--- src/rtl/pulse_width_decoder.sv ---
// Pulse-width decoder: measures how many clocks `in` stays high and offers the
// saturated 8-bit width on z/ovf through a dav/rfd four-phase producer handshake.
module pulse_width_decoder (
    input  logic       clock,
    input  logic       reset_,
    input  logic       in,
    input  logic       rfd,
    output logic       dav,
    output logic [7:0] z,
    output logic       ovf
);

    typedef enum logic [1:0] {
        S_IDLE  = 2'd0,
        S_COUNT = 2'd1,
        S_OFFER = 2'd2,
        S_ACK   = 2'd3
    } state_t;

    state_t     state_q, state_d;
    logic [7:0] count_q, count_d;
    logic       ovfr_q, ovfr_d;
    logic       in_prev_q;
    logic       dav_q, dav_d;
    logic [7:0] z_q, z_d;
    logic       ovf_q, ovf_d;

    // in_prev_q resets high so a pulse already in progress at reset release
    // cannot look like a fresh rising edge.
    always_ff @(posedge clock or negedge reset_) begin
        if (!reset_) begin
            state_q   <= S_IDLE;
            count_q   <= 8'h00;
            ovfr_q    <= 1'b0;
            in_prev_q <= 1'b1;
            dav_q     <= 1'b0;
            z_q       <= 8'h00;
            ovf_q     <= 1'b0;
        end else begin
            state_q   <= state_d;
            count_q   <= count_d;
            ovfr_q    <= ovfr_d;
            in_prev_q <= in;
            dav_q     <= dav_d;
            z_q       <= z_d;
            ovf_q     <= ovf_d;
        end
    end

    always_comb begin
        state_d = state_q;
        count_d = count_q;
        ovfr_d  = ovfr_q;
        dav_d   = dav_q;
        z_d     = z_q;
        ovf_d   = ovf_q;
        unique case (state_q)
            S_IDLE: begin
                if (in && !in_prev_q) begin
                    count_d = 8'd1;
                    state_d = S_COUNT;
                end
            end
            S_COUNT: begin
                if (in) begin
                    if (count_q == 8'd255) ovfr_d = 1'b1;
                    else                   count_d = count_q + 8'd1;
                end else begin
                    z_d     = count_q;
                    ovf_d   = ovfr_q;
                    ovfr_d  = 1'b0;
                    state_d = S_OFFER;
                end
            end
            S_OFFER: begin
                if (rfd) begin
                    dav_d   = 1'b1;
                    state_d = S_ACK;
                end
            end
            S_ACK: begin
                if (!rfd) begin
                    dav_d   = 1'b0;
                    state_d = S_IDLE;
                end
            end
            default: state_d = S_IDLE;
        endcase
    end

    assign dav = dav_q;
    assign z   = z_q;
    assign ovf = ovf_q;

endmodule
--- config.mk ---
export PLATFORM = sky130hd
export DESIGN_NAME = pulse_width_decoder
export DESIGN_NICKNAME = d
export VERILOG_FILES = /design/src/rtl/pulse_width_decoder.sv
export SDC_FILE = /design/constraint.sdc
export NUM_CORES = 1
export LEC_CHECK = 0
export BUFFER_PORTS_ARGS = -buffer_cell sky130_fd_sc_hd__buf_4
export CAP_MARGIN = 15
export CORE_ASPECT_RATIO = 1.5
export CORE_MARGIN = 2
export CORE_UTILIZATION = 40
export CTS_CLUSTER_SIZE = 10
export DETAILED_ROUTE_END_ITERATION = 10
export SLEW_MARGIN = 20
export SYNTH_ARGS = -nofsm -noshare
export SYNTH_HDL_FRONTEND = slang
export SYNTH_SLANG_ARGS = --single-unit
export TNS_END_PERCENT = 5
--- constraint.sdc ---
create_clock -name clock -period 2.5 [get_ports clock]
set_input_delay 0.25 -clock clock [delete_from_list [all_inputs] [get_ports clock]]
set_output_delay 0.25 -clock clock [all_outputs]
set_load 0.02 [all_outputs]
==> results by group, run 1 <==
Synth
  – Distinct cell type count after synthesis: 29
  – Register area share after synthesis: 49.33%
  – Syn. warnings: 0
  – Ys flop type: dfrtp_1
  – #FFs+latches synth: 22
  – Synth cell count leaders: dfrtp_1, nand2_1, o21ai_0, mux2_2, ha_1
  – Most common cell in the netlist: dfrtp_1
  – Ranking of synthesized cells by area: dfrtp_1, mux2_2, ha_1
  – Synth async-reset ratio: 100.0%
  – Post-synthesis cell area: 1119 um2
  – Largest area contributor in the netlist: dfrtp_1
  – Syn Inst Count: 98
  – Syn Nets: 108
  – Syn_area_per_cell: 11.41 um2
  – Top cell type's share of synthesized area: 46.98%
  – Number of synthesized flops with an enable pin: 0

Place
  – GP Congestion: 0.7246
  – DP Area: 1250 um2
  – Pre-CTS WS: 578.3 ps
  – HPWL Detailed: 1.439 mm
  – IO buf count: 13

Drt
  – Post-route DRC: 0
  – Max Used Layer: met4
  – Met2 wire len: 1.086 mm
  – DR WL met3: 42 um
  – Met1 wire length: 886 um
  – Drt wl/cell: 13.49 um
  – DR vias: 794
  – Initial DRC count: 34
  – Drt pass-1 iters: 4
  – Detailed Route WL: 2.037 mm
  – DRT antenna net count: 0
  – Via/cell ratio: 5.258

Clocking
  – Number of clock sinks: 22
  – CTS Root Cell: clkbuf_8
  – H-tree levels: 1
  – Post-CTS Hold Buffers: 1
  – Max Root-Sink Buffers: 2
  – Clock buffer count from CTS: 3
  – Later-pin clock latency in the skew report: 250 ps
  – CTS resizes: 0
  – TritonCTS clock tree: yes
  – Reg clk slew, reported paths: 80 ps
  – Setup Buffers After CTS: 0

Finish
  – Finished layout cell area: 1315 um2
  – Layout fillers: 260
  – Multi-input logic area: 531.8 um2
  – Antenna fix cells: 0
  – Share of cells above drive strength 1: 29.82%
  – Area Growth Syn to Fin: 17.56%
  – Reg area: 551.8 um2
  – Total Nets Final: 125

Critical path
  – Worst R2R Setup Slack: 550 ps
  – WS Path Type: flip-flop to flip-flop
  – CP max-delay cell: dfrtp_1
  – Worst Path Arrival: 2100 ps
  – Crit path max fanout: 8
  – Req. time, crit path: 2640 ps
  – Startpoint Class: flip-flop
  – Worst path cell trace: inv_1 > ha_1 > nand2_1 > nor3_4 > or2_1 > mux2_4
  – Biggest cell delay along the critical path: 410 ps
  – CP Capture Type: flip-flop

Global route
  – Grt ovf: 0
  – Vias in the first global route: 865
  – Largest net degree at the start of global routing: 23
  – Initial antenna violation count: 0
  – First-pass GRT wire length: 3.539 mm
  – Gr usage total: 15.38%

STA
  – Peak Freq: 0.5126 GHz
  – Final Max Tran Viols: 0
  – Final period utilization: 78.03%
  – RSZ-0062 raised after global routing: false
  – Setup Skew: 1.138 ps
  – Time the worst path needs with I/O delays and setup: 1951 ps
  – Setup Viol. Count Final: 0
  – Final hold violations: 0
  – Worst-Margin Slew: 542.3 ps
  – Setup TNS: 0 ps
  – Final setup margin: 549.2 ps
  – Max-slew headroom: 63.85%

Die
  – Die area: 3244 um2
  – DIE HEIGHT: 68.77 um
  – Rows: 23
  – Chip Width: 47.18 um
  – I/O Pins: 14
  – Initial core utilization: 41.80%
  – Core Box Area: 2676 um2

Power and ir drop
  – VDD IR-drop max: 0.0006643 V
  – Leak Pwr: 0.6103 nW
  – Power density cells: 1103 nW/um2
  – PnR Total Power: 0.001451 W

Run status
  – Status: complete, no violations

Hold path
  – Tightest Hold Check Type: input pin to flip-flop

Flow run
  – Max Cap Violations: 0
[cells in the final DEF, fill, tap and decap left out, types with 6 or more instances in the layout]
master,n
buf_4,14
dfrtp_1,21
ha_1,6
mux2_2,9
nand2_1,11
o21ai_0,11
[cell type report]
type / count / area share [%]
sequential: 22 / 41.96
multi-input combinational: 69 / 40.44
timing repair buffer: 15 / 8.754
clock buffer: 4 / 4.186
tap: 37 / 3.520
inverter: 4 / 1.142
[routing by layer]
metal / global-route usage, % / vias up
met5: 0 / -
met4: 8.681 / 0
met3: 2.865 / 2
met2: 27.23 / 16
met1: 16.34 / 395
li1: - / 381
[where the power goes]
group | internal, W | total [W] | switching (W) | leakage [nW]
clock | 0.000140 | 0.000249 | 0.000109 | 0.0288
sequential | 0.000475 | 0.000585 | 0.000109 | 0.275
combinational | 0.000282 | 0.000617 | 0.000335 | 0.306
[flip-flops by register name, summed over array words and instances, names as in the netlist]
register	cells
in_prev_q	1
state_q	2
count_q	8
ovf	1
dav	1
ovfr_q	1
z	8
[cell families (layout without fill, tap and decap cells)]
kind of cell / count (synthesis) / in the layout / synth area share, %
adders and majority gates: 6 / 6 / 6.711
AOI/OAI and AO/OA: 21 / 21 / 13.98
and+or+nand+nor: 31 / 31 / 15.44
DFF: 22 / 22 / 49.33
muxes: 11 / 11 / 11.41
buffers and inverters: 7 / 23 / 3.131
[stage by stage]
stage	util, %	cells	hold WS (ps)
after floorplan	-	98	-45.59
after global placement	46.70	146	151.7
after detailed placement	46.70	146	154.5
after CTS	49.14	151	119.5
after global routing	49.14	151	108.5
final	49.14	151	127.9
[final timing paths]
kind	start	endpoint	cells after the start
setup / recovery	state_q[1]	count_q[0]	6
hold / removal	in	in_prev_q	1
setup reg to reg	state_q[1]	count_q[0]	6
hold reg to reg	ovfr_q	ovfr_q	1
max in group asynchronous	reset_	in_prev_q	2
min in group asynchronous	reset_	ovf	2
[worst max-delay path: cells and delay by family (launching register included)]
kind / cells / cell delay [ps]
and+or+nand+nor: 3 / 700
DFF: 1 / 410
muxes: 1 / 330
adders and majority gates: 1 / 260
buffers and inverters: 1 / 130
No activity file was read; power rests on OpenSTA's default activity.
==> run 2: changes to the inputs <==
clock period = 1.9 ns   (was 2.5 ns; I/O delays follow)
==> run 2 against run 1 <==
  * Global-route usage is 1.1 points higher
  * Hold slack worse by 70 ps
  * Flip-flop and latch count stayed put
  * Critical endpoint unchanged
  * Maximum frequency is 14% higher
  * Power is 41% higher
  * Sequential power is 31% higher
  * Critical path depth stayed put
  * Count of clock-buffer cells in the layout is 1 lower
  * Final cell count is 2.6% higher
  * Routed wire length is 0.25% higher
  * Clock power is 74% higher
==> results by group, run 2 (same netlist as run 1, synthesis figures left out) <==
Run status
  – Status: complete, no violations (unchanged)

Die
  – Rows: 23 (unchanged)
  – Core Box Area: 2676 um2 (unchanged)
  – I/O Pins: 14 (unchanged)
  – DIE HEIGHT: 68.77 um (unchanged)
  – Chip Width: 47.18 um (unchanged)
  – Initial core utilization: 41.80% (unchanged)
  – Die area: 3244 um2 (unchanged)

Drt
  – Initial DRC count: 19 (was 34)
  – Detailed Route WL: 2.042 mm (was 2.037 mm)
  – Via/cell ratio: 5.271 (was 5.258)
  – Drt wl/cell: 13.17 um (was 13.49 um)
  – Drt pass-1 iters: 4 (unchanged)
  – DRT antenna net count: 0 (unchanged)
  – DR vias: 817 (was 794)
  – Post-route DRC: 0 (unchanged)

Finish
  – Finished layout cell area: 1364 um2 (was 1315 um2)
  – Util after Layout: 50.96% (was 49.14%)
  – Total Nets Final: 129 (was 125)
  – Fin cells: 155 (was 151)
  – Antenna fix cells: 0 (unchanged)
  – Commonest cells after routing, fill and taps aside: dfrtp_1, buf_4, nand2_1, o21ai_0, mux2_2 (unchanged)
  – Commonest non-fill, non-tap cell in the layout: dfrtp_1 (unchanged)
  – Layout fillers: 252 (was 260)
  – Share of cells above drive strength 1: 33.05% (was 29.82%)
  – Area Growth Syn to Fin: 21.92% (was 17.56%)

Global route
  – First-pass GRT wire length: 3.795 mm (was 3.539 mm)
  – Initial antenna violation count: 0 (unchanged)
  – Vias in the first global route: 850 (was 865)
  – Grt ovf: 0 (unchanged)
  – Largest net degree at the start of global routing: 23 (unchanged)
  – Gr usage total: 16.49% (was 15.38%)

Clocking
  – Setup Buffers After CTS: 0 (unchanged)
  – Later-pin clock latency in the skew report: 260 ps (was 250 ps)
  – Clock buffer count from CTS: 3 (unchanged)
  – CTS Root Cell: clkbuf_8 (unchanged)
  – H-tree levels: 1 (unchanged)
  – Max Root-Sink Buffers: 2 (unchanged)
  – Reg clk slew, reported paths: 80 ps (about the same)
  – TritonCTS clock tree: yes (unchanged)
  – Number of clock sinks: 22 (unchanged)

Critical path
  – Startpoint Class: flip-flop (unchanged)
  – Req. time, crit path: 2050 ps (was 2640 ps)
  – Crit path max fanout: 8 (unchanged)
  – CP Capture Type: flip-flop (unchanged)
  – WS Path Type: flip-flop to flip-flop (unchanged)
  – Worst Path Arrival: 1860 ps (was 2100 ps)

Hold path
  – Tightest Hold Check Type: input pin to flip-flop (unchanged)

STA
  – Final Max Tran Viols: 0 (unchanged)
  – Final hold slack: 57.41 ps (was 127.9 ps)
  – Final hold violations: 0 (unchanged)
  – Max-slew headroom: 69.97% (was 63.85%)
  – Setup Skew: 2.567 ps (was 1.138 ps)
  – Worst-Margin Slew: 450.5 ps (was 542.3 ps)
  – Final period utilization: 89.98% (was 78.03%)
  – Setup TNS: 0 ps (unchanged)
  – Time the worst path needs with I/O delays and setup: 1710 ps (was 1951 ps)
  – RSZ-0062 raised after global routing: false (unchanged)
  – Peak Freq: 0.5849 GHz (was 0.5126 GHz)
  – Setup Viol. Count Final: 0 (unchanged)

Place
  – GP Congestion: 0.7315 (was 0.7246)
  – HPWL Detailed: 1.511 mm (was 1.439 mm)
  – Post-Place Cells: 150 (was 146)
  – IO buf count: 13 (unchanged)
  – DP Area: 1280 um2 (was 1250 um2)

Power and ir drop
  – Power density cells: 1503 nW/um2 (was 1103 nW/um2)
  – Leak Pwr: 0.6379 nW (was 0.6103 nW)
  – VDD IR-drop max: 0.0008851 V (was 0.0006643 V)

Flow run
  – Max Cap Violations: 0 (unchanged)
-- run 2: cell types whose count changed in the layout (fill, tap and decap cells not counted), sizes merged --
cell,delta
buf,+4
bufinv,+1
clkbuf,-1
-- run 2: path summary, 6_finish.rpt --
kind / from / slack [ps] / endpoint / cells after the start
worst min register to register: ovfr_q / 490 / ovfr_q / 1
max in group asynchronous: reset_ / 1280 / in_prev_q / 2
worst min-delay path: in / 60 / in_prev_q / 1
min in group asynchronous: reset_ / 350 / ovf / 2
worst max register to register: state_q[1] / 190 / count_q[0] / 6
worst max-delay path: state_q[1] / 190 / count_q[0] / 6
-- run 2: final cells by class --
cell class	instances	area (um2)	share of cell area (%)
Clock inverter	1	30.03	2.202
Clock buffer	3	41.29	3.028
Multi-Input combinational cell	69	534.3	39.17
Inverter	4	15.01	1.101
Tap cell	37	46.29	3.394
Sequential cell	22	551.8	40.46
Timing Repair Buffer	19	145.1	10.64
-- run 2: worst max-delay path, cell delays in order (launching register included) --
cell and delay [ps]:
dfrtp_1 400, inv_1 130, ha_1 260, nand2_1 130, nor3_4 150, or2_4 210
mux2_4 310
-- run 2: metrics by stage --
| stage | worst slack [ps] | power, W |
|---|---|---|
| floorplan | 167.0 | 0.001343 |
| global placement | 150.9 | 0.001587 |
| detailed placement | 59.37 | 0.001623 |
| CTS | 34.19 | 0.002065 |
| global route | 13.47 | 0.002220 |
| finish | 190.4 | 0.002050 |
-- run 2: power breakdown --
group / switching (W) / internal, W / total [W]
logic: 0.000449 / 0.000404 / 0.000853
registers: 0.000138 / 0.000625 / 0.000764
clock network: 0.000152 / 0.000281 / 0.000433
-- run 2: repair_timing --
| item | in CTS | in global routing |
|---|---|---|
| endpoints found under the hold margin | 21 | 0 |
| endpoints found under the setup margin | 0 | 2 |
| gates resized for setup | 0 | 1 |
| hold buffers | 1 | 0 |
-- run 2: metal layers --
layer | wire length [um] | share of wire, % | global-route usage (%)
met5 | 0 | 0 | 0
met1 | 835 | 41 | 18.87
met2 | 1117 | 55 | 27.74
met3 | 52 | 2.5 | 2.865
met4 | 37 | 1.8 | 9.722
